[src/rtl/proc_pkg.sv]
// Shared processor definitions: register-file geometry, opcode map, sequencer states
// and the operand/destination decode table used by the issue logic, cu and eu.
package proc_pkg;

    localparam int NUM_REGS = 8;
    localparam int REG_AW   = $clog2(NUM_REGS);

    localparam logic [3:0] OP_NOP  = 4'h0;
    localparam logic [3:0] OP_ALU  = 4'h1;
    localparam logic [3:0] OP_ALUI = 4'h2;
    localparam logic [3:0] OP_LD   = 4'h3;
    localparam logic [3:0] OP_ST   = 4'h4;
    localparam logic [3:0] OP_BR   = 4'h5;
    localparam logic [3:0] OP_LUI  = 4'h6;
    localparam logic [3:0] OP_JMP  = 4'h7;

    typedef enum logic [1:0] {
        ST_IDLE,
        ST_RUN,
        ST_DRAIN,
        ST_HALTED
    } state_t;

    function automatic logic op_writes_reg(input logic [3:0] op);
        case (op)
            OP_ALU, OP_ALUI, OP_LD, OP_LUI: return 1'b1;
            default:                        return 1'b0;
        endcase
    endfunction

    function automatic logic op_reads_a(input logic [3:0] op);
        case (op)
            OP_ALU, OP_ALUI, OP_LD, OP_ST, OP_BR: return 1'b1;
            default:                              return 1'b0;
        endcase
    endfunction

    function automatic logic op_reads_b(input logic [3:0] op);
        case (op)
            OP_ALU, OP_ST, OP_BR: return 1'b1;
            default:              return 1'b0;
        endcase
    endfunction

endpackage

[src/rtl/sb_counter.sv]
// Per-register write scoreboard entry: down-counter of cycles until the pending
// writeback is visible in the register file.
module sb_counter #(
    parameter int WB_LAT = 6
) (
    input  logic clk,
    input  logic reset,
    input  logic load,
    input  logic dec_en,
    output logic busy
);

    localparam int CW = $clog2(WB_LAT + 1);

    logic [CW-1:0] cnt_q;
    logic [CW-1:0] cnt_d;

    // The issue cycle is the first of the WB_LAT cycles, so the counter holds
    // the remaining ones; a reader then issues exactly WB_LAT cycles later.
    always_comb begin
        cnt_d = cnt_q;
        if (load) begin
            cnt_d = CW'(WB_LAT - 1);
        end else if (dec_en && (cnt_q != '0)) begin
            cnt_d = cnt_q - 1'b1;
        end
    end

    always_ff @(posedge clk) begin
        if (!reset) begin
            cnt_q <= '0;
        end else begin
            cnt_q <= cnt_d;
        end
    end

    assign busy = (cnt_q != '0);

endmodule

[src/rtl/hazard_scheduler.sv]
// In-order issue controller beside decode: RAW scoreboard, fetch stall / ID-EX bubble
// generation, start/halt/drain sequencing and a saturating stall counter.
module hazard_scheduler
    import proc_pkg::*;
#(
    parameter int WB_LAT = 6,
    parameter int CNT_W  = 16
) (
    input  logic                clk,
    input  logic                reset,
    input  logic                start,
    input  logic                halt_req,
    input  logic                id_valid,
    input  logic [3:0]          id_opcode,
    input  logic [REG_AW-1:0]   id_opa,
    input  logic [REG_AW-1:0]   id_opb,
    input  logic [REG_AW-1:0]   id_dest,
    output logic                iu_ce,
    output logic                id_hold,
    output logic                ex_bubble,
    output logic                issue,
    output logic [NUM_REGS-1:0] busy_mask,
    output logic                halted,
    output logic [CNT_W-1:0]    stall_cnt
);

    state_t           state_q, state_d;
    logic [CNT_W-1:0] stall_cnt_q, stall_cnt_d;
    logic             run;
    logic             haz;

    assign run = (state_q == ST_RUN);

    // WAW on a busy destination is deliberately not a hazard: issue is in order.
    assign haz = id_valid & ((op_reads_a(id_opcode) & busy_mask[id_opa]) |
                             (op_reads_b(id_opcode) & busy_mask[id_opb]));

    assign issue     = run & id_valid & ~haz;
    assign iu_ce     = run & ~haz;
    assign id_hold   = ~iu_ce;
    assign ex_bubble = ~issue;
    assign halted    = (state_q == ST_HALTED);
    assign stall_cnt = stall_cnt_q;

    for (genvar r = 0; r < NUM_REGS; r++) begin : g_sb
        sb_counter #(.WB_LAT(WB_LAT)) u_sb (
            .clk    (clk),
            .reset  (reset),
            .load   (issue & op_writes_reg(id_opcode) & (id_dest == REG_AW'(r))),
            .dec_en (1'b1),
            .busy   (busy_mask[r])
        );
    end

    always_comb begin
        state_d = state_q;
        unique case (state_q)
            ST_IDLE, ST_HALTED: if (start && !halt_req) state_d = ST_RUN;
            ST_RUN:             if (halt_req) state_d = ST_DRAIN;
            ST_DRAIN:           if (busy_mask == '0) state_d = ST_HALTED;
            default:            state_d = ST_IDLE;
        endcase
    end

    always_comb begin
        stall_cnt_d = stall_cnt_q;
        if (run && haz && (stall_cnt_q != {CNT_W{1'b1}})) begin
            stall_cnt_d = stall_cnt_q + 1'b1;
        end
    end

    always_ff @(posedge clk) begin
        if (!reset) begin
            state_q     <= ST_IDLE;
            stall_cnt_q <= '0;
        end else begin
            state_q     <= state_d;
            stall_cnt_q <= stall_cnt_d;
        end
    end

endmodule
[config.mk]
export PLATFORM = sky130hd
export DESIGN_NAME = hazard_scheduler
export DESIGN_NICKNAME = d
export VERILOG_FILES = /design/src/rtl/proc_pkg.sv /design/src/rtl/sb_counter.sv /design/src/rtl/hazard_scheduler.sv
export SDC_FILE = /design/constraint.sdc
export NUM_CORES = 1
export LEC_CHECK = 0
export CORE_UTILIZATION = 46
export DETAILED_ROUTE_END_ITERATION = 7
export PLACE_DENSITY = 0.81
export SLEW_MARGIN = 10
export SYNTH_ARGS = -nofsm -noshare
export SYNTH_HDL_FRONTEND = slang
export SYNTH_HIERARCHICAL = 1
export SYNTH_SLANG_ARGS = --single-unit
[constraint.sdc]
create_clock -name clk -period 3.5 [get_ports clk]
set_input_delay 0.7 -clock clk [delete_from_list [all_inputs] [get_ports clk]]
set_output_delay 0.7 -clock clk [all_outputs]
set_load 0.1 [all_outputs]
==> impl_metrics.ini, run 1 <==
[outcome]
status = finished, final reports clean

[timing]
rsz0062_at_grt = no
relSlewSlack_pct = 25.78
slew_violations = 0
layout_min_cycle_time_ns = 3.433
finalHoldViolCount = 0
tns_ns = 0
max_freq_ghz = 0.2913
skew_ns = 0.008100
period_share_pct = 98.09
worst_slew_pin_slew_ns = 1.109
setup_viol = 0

[clock_network]
cts_inserted_buffers = 5
clockBufferDepth = 2
cts.sinks = 42
clk_pin_slew_worst_paths_ns = 0.09
cts_root_buffer = clkbuf_8
cts_max_level = 2
cts_tree = yes
clk_latency_ns = 0.30

[synthesis]
yosysUniqueCellTypes = 48
synth_seq_area_share_pct = 30.38
synth.avg_cell_area_sq_um = 8.986
synthMostInstantiatedCell = inv_1
synth-edff-count = 0
synth-main-ff-cell = dfxtp_1
synthArstFlopShare_pct = 0
synth_cells = 308
synthTopCellsByArea = dfxtp_1 (30%), ha_1 (9.0%), inv_1 (6.5%)
syn-cell-area_sq_um = 2768
yosysTopAreaCell = dfxtp_1
synth_top_area_share_pct = 30.38
yosys_warnings = 6
ys_top_cells_by_count = inv_1 (48), dfxtp_1 (42), ha_1 (20)
ys_seq_elements = 42

[critical_path]
cp_cell_sequence = clkdlybuf4s50_1 > mux4_2 > nor2_2 > or3_1 > o311ai_4 > clkinvlp_4 > and2_4 > buf_12
slowest_stage = clkdlybuf4s50_1
critPathBufInv = 3
crit_type = in -> out
cp.arrival_ns = 2.73
rr_startpoint = g_sb[1].u_sb/cnt_q[0]
r2r_end = g_sb[3].u_sb/cnt_q[2]
crit_path_start_kind = input pin
crit_fanout = 3
cp.required_ns = 2.80
rrSetupSlack_ns = 0.39
r2r_cells = 14
cp_slowest_stage_delay_ns = 0.48
cp-end-kind = primary output
crit_family = buffers and inverters

[pwr]
irDropWorstVdd_uv = 549.7
finalPower_mw = 2.803
power_density_nw_per_um2 = 735.1
leakage_nw = 1.477

[job]
maxCapViolCount = 0

[floorplanning]
die-width_microns = 79.57
start_util_pct = 49.06
top_level_ports = 47
num_rows = 27
dieArea_sq_um = 6331
coreArea_sq_um = 5642
die_y_microns = 79.57

[route]
drc = 0
dr.pass1.iters = 4
via_per_inst = 5.356
routed_wl_microns = 6451
drtAntennaViolNets = 0
vias = 2528
post_drt_wl_per_cell_microns = 13.67
drtIter0Drc = 122

[grt]
overflow = 0
grt_max_degree = 36
antenna_found_initial = 0
track_usage_pct = 21.71
grt_pass1_vias = 2425
grt_pass1_wl_microns = 10840

[finish]
post-route-cell-area_sq_um = 3814
layout.nets = 437
area_growth_pct = 37.79
drive_above_1_share_pct = 20.75
diodes = 0
final_cells = 472

[min_path]
holdPathStages = 2
hp-class = reg -> reg
whs_endpoint = stall_cnt[8]
min_from = stall_cnt[8]

[placed_design]
gp_congestion = 0.8030
dp_hpwl_microns = 4953
placed_cells = 461
placement.io_buffers = 46
place_area_sq_um = 3670
[state kept, by name, summed over array words and instances (netlist names)]
signal and flops:
state_q 2, g_sb.u_sb/cnt_q 24, stall_cnt 16
[per-layer routing]
layer,part of all wire (%),up-vias,global-route usage (%),routed length [microns]
li1,-,1275,-,-
met1,45,1202,26.16,2918
met2,50,45,38.72,3222
met3,3.9,6,4.114,249
met4,0.95,0,6.364,61
met5,0,-,0,0
[repair_timing]
item | 4_1_cts | 5_1_grt
hold buffers | 0 | 0
resized for setup | 1 | 3
setup buffers | 0 | 3
cloned | 0 | 0
setup endpoints to repair | 1 | 2
[logic make-up after synthesis]
family / count (synthesis) / synth area share, %
flip-flops: 42 / 30.38
AO/OA/AOI/OAI: 56 / 16.37
XOR/XNOR: 2 / 0.6330
adder cells (fa/ha/maj): 20 / 9.042
other: 1 / 0.1355
AND/OR/NAND/NOR: 121 / 30.92
multiplexers: 12 / 4.928
buffers and inverters: 54 / 7.595
[how the worst max path moves through the flow]
stage | start | cells after the start | endpoint
4_1_cts | id_opa[0] | 8 | issue
2_1_floorplan | g_sb[4].u_sb/cnt_q[0] | 9 | issue
6_report | id_opa[0] | 8 | issue
5_1_grt | g_sb[6].u_sb/cnt_q[1] | 11 | issue
3_3_place_gp | id_opa[0] | 11 | g_sb[3].u_sb/cnt_q[2]
3_5_place_dp | id_opa[0] | 11 | g_sb[3].u_sb/cnt_q[2]
[worst min-delay path, cell delays in order (launching register included)]
cell and delay (ns):
dfxtp_1 0.34, nand2_1 0.06, mux2i_1 0.06
[stage by stage]
stage | worst slack, ns | util (%) | hold WS [ns]
4_1_cts | 0.02390 | 67.09 | 0.4913
2_1_floorplan | -1.182 | - | 0.4840
3_5_place_dp | 0.03802 | 65.05 | 0.4773
6_report | 0.06695 | 67.60 | 0.4948
3_3_place_gp | 0.08375 | 65.05 | 0.4698
5_1_grt | 0.01554 | 67.60 | 0.5298
[cell type report]
cell class                      instances  area (sq um)
Multi-Input combinational cell        243          1974
Fill cell                             446          1828
Sequential cell                        42         847.1
Timing Repair Buffer                   59         575.6
Inverter                               48         214.0
Tap cell                               72         90.09
Clock buffer                            5         68.82
Clock inverter                          3         43.79
[report_power, final]
group / total [mW] / leakage [nW] / internal, mW / switching [mW]
combinational: 1.78 / 1.07 / 0.667 / 1.11
clock: 0.393 / 0.0585 / 0.214 / 0.179
sequential: 0.634 / 0.345 / 0.577 / 0.0574
total: 2.80 / 1.48 / 1.46 / 1.35
[placed cells by master, fill, tap and decap left out, types with 2 or more instances in the layout]
cell / Yosys / layout
o211a_1: 8 / 8
nand2b_1: 9 / 9
nor4_1: 6 / 6
nor2_1: 9 / 8
nor2b_4: 8 / 8
clkdlybuf4s50_1: 0 / 33
o31ai_1: 3 / 3
nor2b_1: 3 / 3
o21ai_0: 7 / 7
nand4bb_1: 16 / 16
a211oi_1: 2 / 2
o2111a_1: 8 / 8
a21oi_1: 11 / 11
inv_2: 0 / 4
mux2i_1: 8 / 8
nand3_1: 7 / 7
buf_4: 0 / 22
or4_1: 5 / 5
dfxtp_1: 42 / 37
nand3b_1: 8 / 8
and3_1: 2 / 2
buf_12: 0 / 4
or2_0: 8 / 8
nand2_1: 19 / 18
mux2_4: 0 / 3
nor3_1: 4 / 4
ha_1: 20 / 10
ha_2: 0 / 4
o311a_1: 8 / 8
nor4b_2: 2 / 2
clkinvlp_4: 0 / 9
inv_1: 48 / 35
clkbuf_8: 0 / 5
dfxtp_2: 0 / 5
ha_4: 0 / 6
or3_1: 7 / 7
o2111ai_1: 2 / 2
conb_1: 1 / 32
No activity file was read; power rests on OpenSTA's default activity.
==> run 2, diff against run 1 <==
Settings changed: CORE_UTILIZATION 46 to 53, PLACE_DENSITY 0.81 to 0.9.
==> impl_metrics.ini, run 2 (same netlist as run 1, synthesis figures left out) <==
[outcome]
status = finished, final reports clean

[pwr]
leakage_nw = 1.466
irDropWorstVdd_uv = 567.3
power_density_nw_per_um2 = 726.5

[placed_design]
post-place-ws_ns = -0.02322
dp_hpwl_microns = 5142
gp_congestion = 0.8167
place_area_sq_um = 3664
placement.io_buffers = 46

[grt]
track_usage_pct = 25.60
overflow = 0
grt_pass1_wl_microns = 10850
antenna_found_initial = 0
grt_max_degree = 22
grt_pass1_vias = 2416

[route]
routed_wl_microns = 6637
drtAntennaViolNets = 0
dr.pass1.iters = 4
post_drt_wl_per_cell_microns = 14.30
drc = 0
drtIter0Drc = 188
vias = 2583
via_per_inst = 5.567

[clock_network]
clk_latency_ns = 0.30
cts_max_level = 2
cts_inserted_buffers = 5
cts_root_buffer = clkbuf_8
cts_tree = yes
cts.sinks = 42
cts_hold_buf = 0
clk_pin_slew_worst_paths_ns = 0.08
post_cts.repair.setup_buffers = 0
clockBufferDepth = 2

[critical_path]
cp.arrival_ns = 2.75
cp-end-kind = primary output
r2r_end = g_sb[3].u_sb/cnt_q[2]
crit_fanout = 3
rrSetupSlack_ns = 0.30
cp.required_ns = 2.80
r2r_cells = 13
rr_startpoint = g_sb[2].u_sb/cnt_q[0]
crit_path_start_kind = input pin
crit_type = in -> out

[timing]
max_freq_ghz = 0.2900
fin_ws_ns = 0.05205
layout_min_cycle_time_ns = 3.448
setup_viol = 0
tns_ns = 0
period_share_pct = 98.51
finalHoldViolCount = 0
skew_ns = 0.005421
relSlewSlack_pct = 34.67
worst_slew_pin_slew_ns = 0.9768
slew_violations = 0

[finish]
mostFrequentLayoutCell = dfxtp_1
area_growth_pct = 36.93
drive_above_1_share_pct = 20.40
diodes = 0
final_cell_mix = dfxtp_1 (37), inv_1 (35), conb_1 (32), clkdlybuf4s50_1 (32), buf_4 (19)
largest_reg_flops = 24
layout.nets = 434
final_util_pct = 77.67
regMostFlops = g_sb.u_sb/cnt_q
post-route-cell-area_sq_um = 3790

[min_path]
holdPathStages = 2
whs_endpoint = stall_cnt[8]
hp-class = reg -> reg
min_from = stall_cnt[8]

[floorplanning]
coreArea_sq_um = 4880
die-width_microns = 74.27
start_util_pct = 56.72
dieArea_sq_um = 5515
die_y_microns = 74.27
top_level_ports = 47
num_rows = 25

[job]
maxCapViolCount = 0
## run 2: cell types whose count changed in the layout (fill, tap and decap cells not counted), sizes merged
cell	delta
clkdlybuf4s50	-1
clkbuf	+2
clkinv	-1
bufinv	-1
dlymetal6s2s	+1
buf	-3
## run 2: worst max-delay path, cell delays in order
cell and delay, ns:
clkdlybuf4s50_1 0.56, mux2i_1 0.10, a32o_1 0.30, or3_4 0.36, o311ai_4 0.11, clkinvlp_4 0.25
and2_4 0.20, buf_12 0.16
## run 2: power breakdown
group / internal (mW) / switching (mW) / leakage [nW]
Clock: 0.163 / 0.173 / 0.0489
Sequential: 0.577 / 0.0606 / 0.345
Combinational: 0.654 / 1.13 / 1.07
Total: 1.39 / 1.36 / 1.47
## run 2: cell type report
cell class | count | area [sq um]
Sequential cell | 42 | 847.1
Clock buffer | 7 | 86.33
Inverter | 48 | 214.0
Timing Repair Buffer | 56 | 555.5
Multi-Input combinational cell | 243 | 1994
Tap cell | 67 | 83.83
Fill cell | 353 | 1090
Clock inverter | 1 | 8.758
## run 2: how the worst max path moves through the flow
stage | start | to | cells after the start
2_1_floorplan | g_sb[4].u_sb/cnt_q[0] | issue | 9
3_3_place_gp | id_opa[0] | g_sb[3].u_sb/cnt_q[2] | 10
3_5_place_dp | id_opa[0] | g_sb[3].u_sb/cnt_q[2] | 10
4_1_cts | g_sb[5].u_sb/cnt_q[0] | issue | 11
5_1_grt | g_sb[6].u_sb/cnt_q[0] | issue | 11
6_report | id_opa[1] | issue | 8
## run 2: what timing repair did
| action | CTS | global route |
|---|---|---|
| gates resized for setup | 1 | 7 |
| endpoints found under the setup margin | 1 | 2 |
| pin swaps | 0 | 0 |
| endpoints found under the hold margin | 0 | 0 |
## run 2: through the flow
| step | hold slack [ns] | total power, mW | cells |
|---|---|---|---|
| 2_1_floorplan | 0.4840 | 2.013 | 339 |
| 3_3_place_gp | 0.4653 | 2.336 | 456 |
| 3_5_place_dp | 0.4756 | 2.399 | 456 |
| 4_1_cts | 0.4906 | 2.745 | 464 |
| 5_1_grt | 0.5091 | 2.915 | 464 |
| 6_report | 0.4910 | 2.753 | 464 |
## run 2: per-layer routing
| layer | up-vias | global-route usage [%] | routed length, microns |
|---|---|---|---|
| met5 | - | 0 | 0 |
| met2 | 77 | 44.24 | 3257 |
| li1 | 1268 | - | - |
| met1 | 1210 | 31.78 | 2908 |
| met3 | 28 | 4.201 | 287 |
| met4 | 0 | 10.27 | 184 |
==> run 3, diff against run 2 <==
Settings changed: CORE_UTILIZATION 53 to 55, CTS_BUF_LIST from default to sky130_fd_sc_hd__clkbuf_8, PLACE_DENSITY 0.9 to 0.93, SYNTH_HIERARCHICAL 1 to default.
==> impl_metrics.ini, run 3 <==
[floorplanning]
die_y_microns = 71.12
top_level_ports = 47
die-width_microns = 71.12
coreArea_sq_um = 4474
num_rows = 24
start_util_pct = 58.72
dieArea_sq_um = 5058

[pwr]
irDropWorstVdd_uv = 591.6
leakage_nw = 1.216
power_density_nw_per_um2 = 951.3

[timing]
finalHoldViolCount = 0
rsz0062_at_grt = no
layout_min_cycle_time_ns = 3.363
hold_slack_ns = 0.5021
skew_ns = 0.004622
setup_viol = 0
max_freq_ghz = 0.2974
tns_ns = 0
fin_ws_ns = 0.1373
relSlewSlack_pct = 34.35
worst_slew_pin_slew_ns = 0.9817
slew_violations = 0
period_share_pct = 96.08

[synthesis]
synthSimpleGateAreaFrac_pct = 21.48
yosysTopAreaCell = dfxtp_1
synthArstFlopShare_pct = 0
synth_top_family_by_area = simple AND/OR/NAND/NOR gates
synth-edff-count = 0
synth_cells = 317
synthTopCellsByArea = dfxtp_1 (32%), ha_1 (9.5%), a21oi_1 (4.8%)
yosys_warnings = 0
yosysUniqueCellTypes = 43
synth_top_area_share_pct = 32.00
synth.avg_cell_area_sq_um = 8.289
ys_seq_elements = 42
synth_mux_area_share_pct = 6.714
synth_nets = 355
ys_top_cells_by_count = dfxtp_1 (42), inv_1 (27), nand2_1 (27)
synth_fa_ha_area_share_pct = 9.524
synth-main-ff-cell = dfxtp_1
synth_seq_area_share_pct = 32.00
synth_compound_area_share_pct = 17.90
synthMostInstantiatedCell = dfxtp_1
syn-cell-area_sq_um = 2628
synthXorXnorAreaFrac_pct = 2.667

[route]
drc = 3
routed-wl-met3_microns = 309
dr.pass1.iters = 6
vias = 2457
post_drt_wl_per_cell_microns = 15.39
via_per_inst = 6.082
wl_met1_microns = 2605
drtAntennaViolNets = 0
routed_wl_microns = 6219
drtIter0Drc = 181
wl_met2_microns = 3199
routed.top_layer = met4

[critical_path]
rr_startpoint = g_sb[2].u_sb.cnt_q[0]
slowest_stage = mux4_2
crit_fanout = 7
crit_path_start_kind = flip-flop
crit_end = ex_bubble
cp-end-kind = primary output
cp.required_ns = 2.80
crit_cells = 9
rrSetupSlack_ns = 0.62
cp_slowest_stage_delay_ns = 0.52
cp.arrival_ns = 2.66
r2r_end = g_sb[7].u_sb.cnt_q[1]
cp_cell_sequence = inv_1 > ha_1 > nand2b_1 > mux4_2 > a22o_1 > o21ai_4 > and3_4 > clkinvlp_4 > buf_12
crit_family = compound AO/OA/AOI/OAI gates
critPathBufInv = 3
r2r_cells = 10
crit_type = reg -> out
critPathLaunch = g_sb[2].u_sb.cnt_q[0]

[finish]
diodes = 0
area_growth_pct = 23.76
layout.nets = 389
mostFrequentLayoutCell = dfxtp_1
final_cell_mix = dfxtp_1 (42), clkdlybuf4s50_1 (30), nand2_1 (26)
regMostFlops = g_sb.u_sb.cnt_q
drive_above_1_share_pct = 14.20
final_cells = 404
largest_reg_flops = 24

[grt]
grt_pass1_wl_microns = 10340
track_usage_pct = 25.91
overflow = 0
grt_pass1_vias = 2363
antenna_found_initial = 0
grt_max_degree = 32

[outcome]
status = complete, but fails checks
failed_checks = DRC

[placed_design]
placed_cells = 395
gp_congestion = 0.7804
dp_hpwl_microns = 4423
post-place-ws_ns = -0.02795
placement.io_buffers = 46

[min_path]
hp-class = reg -> reg

[clock_network]
clk_pin_slew_worst_paths_ns = 0.08
clk_latency_ns = 0.29
cts_inserted_buffers = 5
clockBufferDepth = 2
cts_hold_buf = 0
cts_root_buffer = clkbuf_8
cts_max_level = 2
cts_tree = yes
cts.sinks = 42

[job]
maxCapViolCount = 0
-- run 3: cell count changes after synthesis, moves of 9 or more --
cell,change
inv_1,-21
nand4bb_1,-16
a21oi_1,+14
buf_4,+10
buf_2,+9
o31ai_1,+9
-- run 3: cells by family (layout without fill, tap and decap cells) --
family          count (synthesis)  after routing
mux                            12             12
simple gates                  105            105
buf+inv                        55             90
fa+ha+maj                      20             20
xor+xnor                        8              8
compound gates                 75             75
flops                          42             42
-- run 3: cell type report --
class	instances	area, sq um
multi-input cells	220	1554
well taps	52	65.06
clock buffers	6	82.58
fillers	316	1222
clock inverters	2	60.06
inverters	28	112.6
flip-flops and latches	42	840.8
repair buffers	54	536.8
-- run 3: worst register-to-register path: stages (launching register included) --
cell	delay, ns
dfxtp_1	0.30
inv_1	0.10
ha_1	0.18
nand2b_1	0.20
mux4_2	0.52
a22o_1	0.29
o21ai_4	0.25
buf_4	0.15
buf_4	0.28
and3_1	0.33
a41oi_1	0.14
-- run 3: timing repair --
| item | CTS | global route |
|---|---|---|
| pin swaps | 2 | 1 |
| setup endpoints to repair | 2 | 2 |
| buffers inserted | 0 | 1 |
| resized for setup | 2 | 2 |
-- run 3: how the worst min path moves through the flow --
stage | startpoint | endpoint | slack [ns] | depth (start not counted)
after floorplan | state_q[0] | state_q[0] | 0.49 | 2
after global placement | stall_cnt[15] | stall_cnt[15] | 0.48 | 2
after detailed placement | stall_cnt[12] | stall_cnt[12] | 0.49 | 2
after CTS | stall_cnt[12] | stall_cnt[12] | 0.50 | 2
after global routing | stall_cnt[15] | stall_cnt[15] | 0.53 | 2
final | stall_cnt[15] | stall_cnt[15] | 0.50 | 2
-- run 3: metal layers --
metal  global-route usage (%)  vias to the layer above
met2                    46.15                       79
met3                    5.128                       10
met1                    30.15                     1168
met5                        0                        -
met4                    11.33                        0
li1                         -                     1200
-- run 3: report_power, final --
group          internal [mW]  switching [mW]
logic                  0.626            1.31
registers              0.610          0.0728
clock network          0.304           0.168
total                   1.54            1.55
-- run 3: metrics by stage --
step / cell area (sq um) / power (mW) / util (%)
global placement: 3090 / 2.535 / 69.07
floorplan: 2648 / 2.332 / -
CTS: 3239 / 3.087 / 72.40
detailed placement: 3090 / 2.600 / 69.07
finish: 3252 / 3.094 / 72.68
global route: 3252 / 3.268 / 72.68
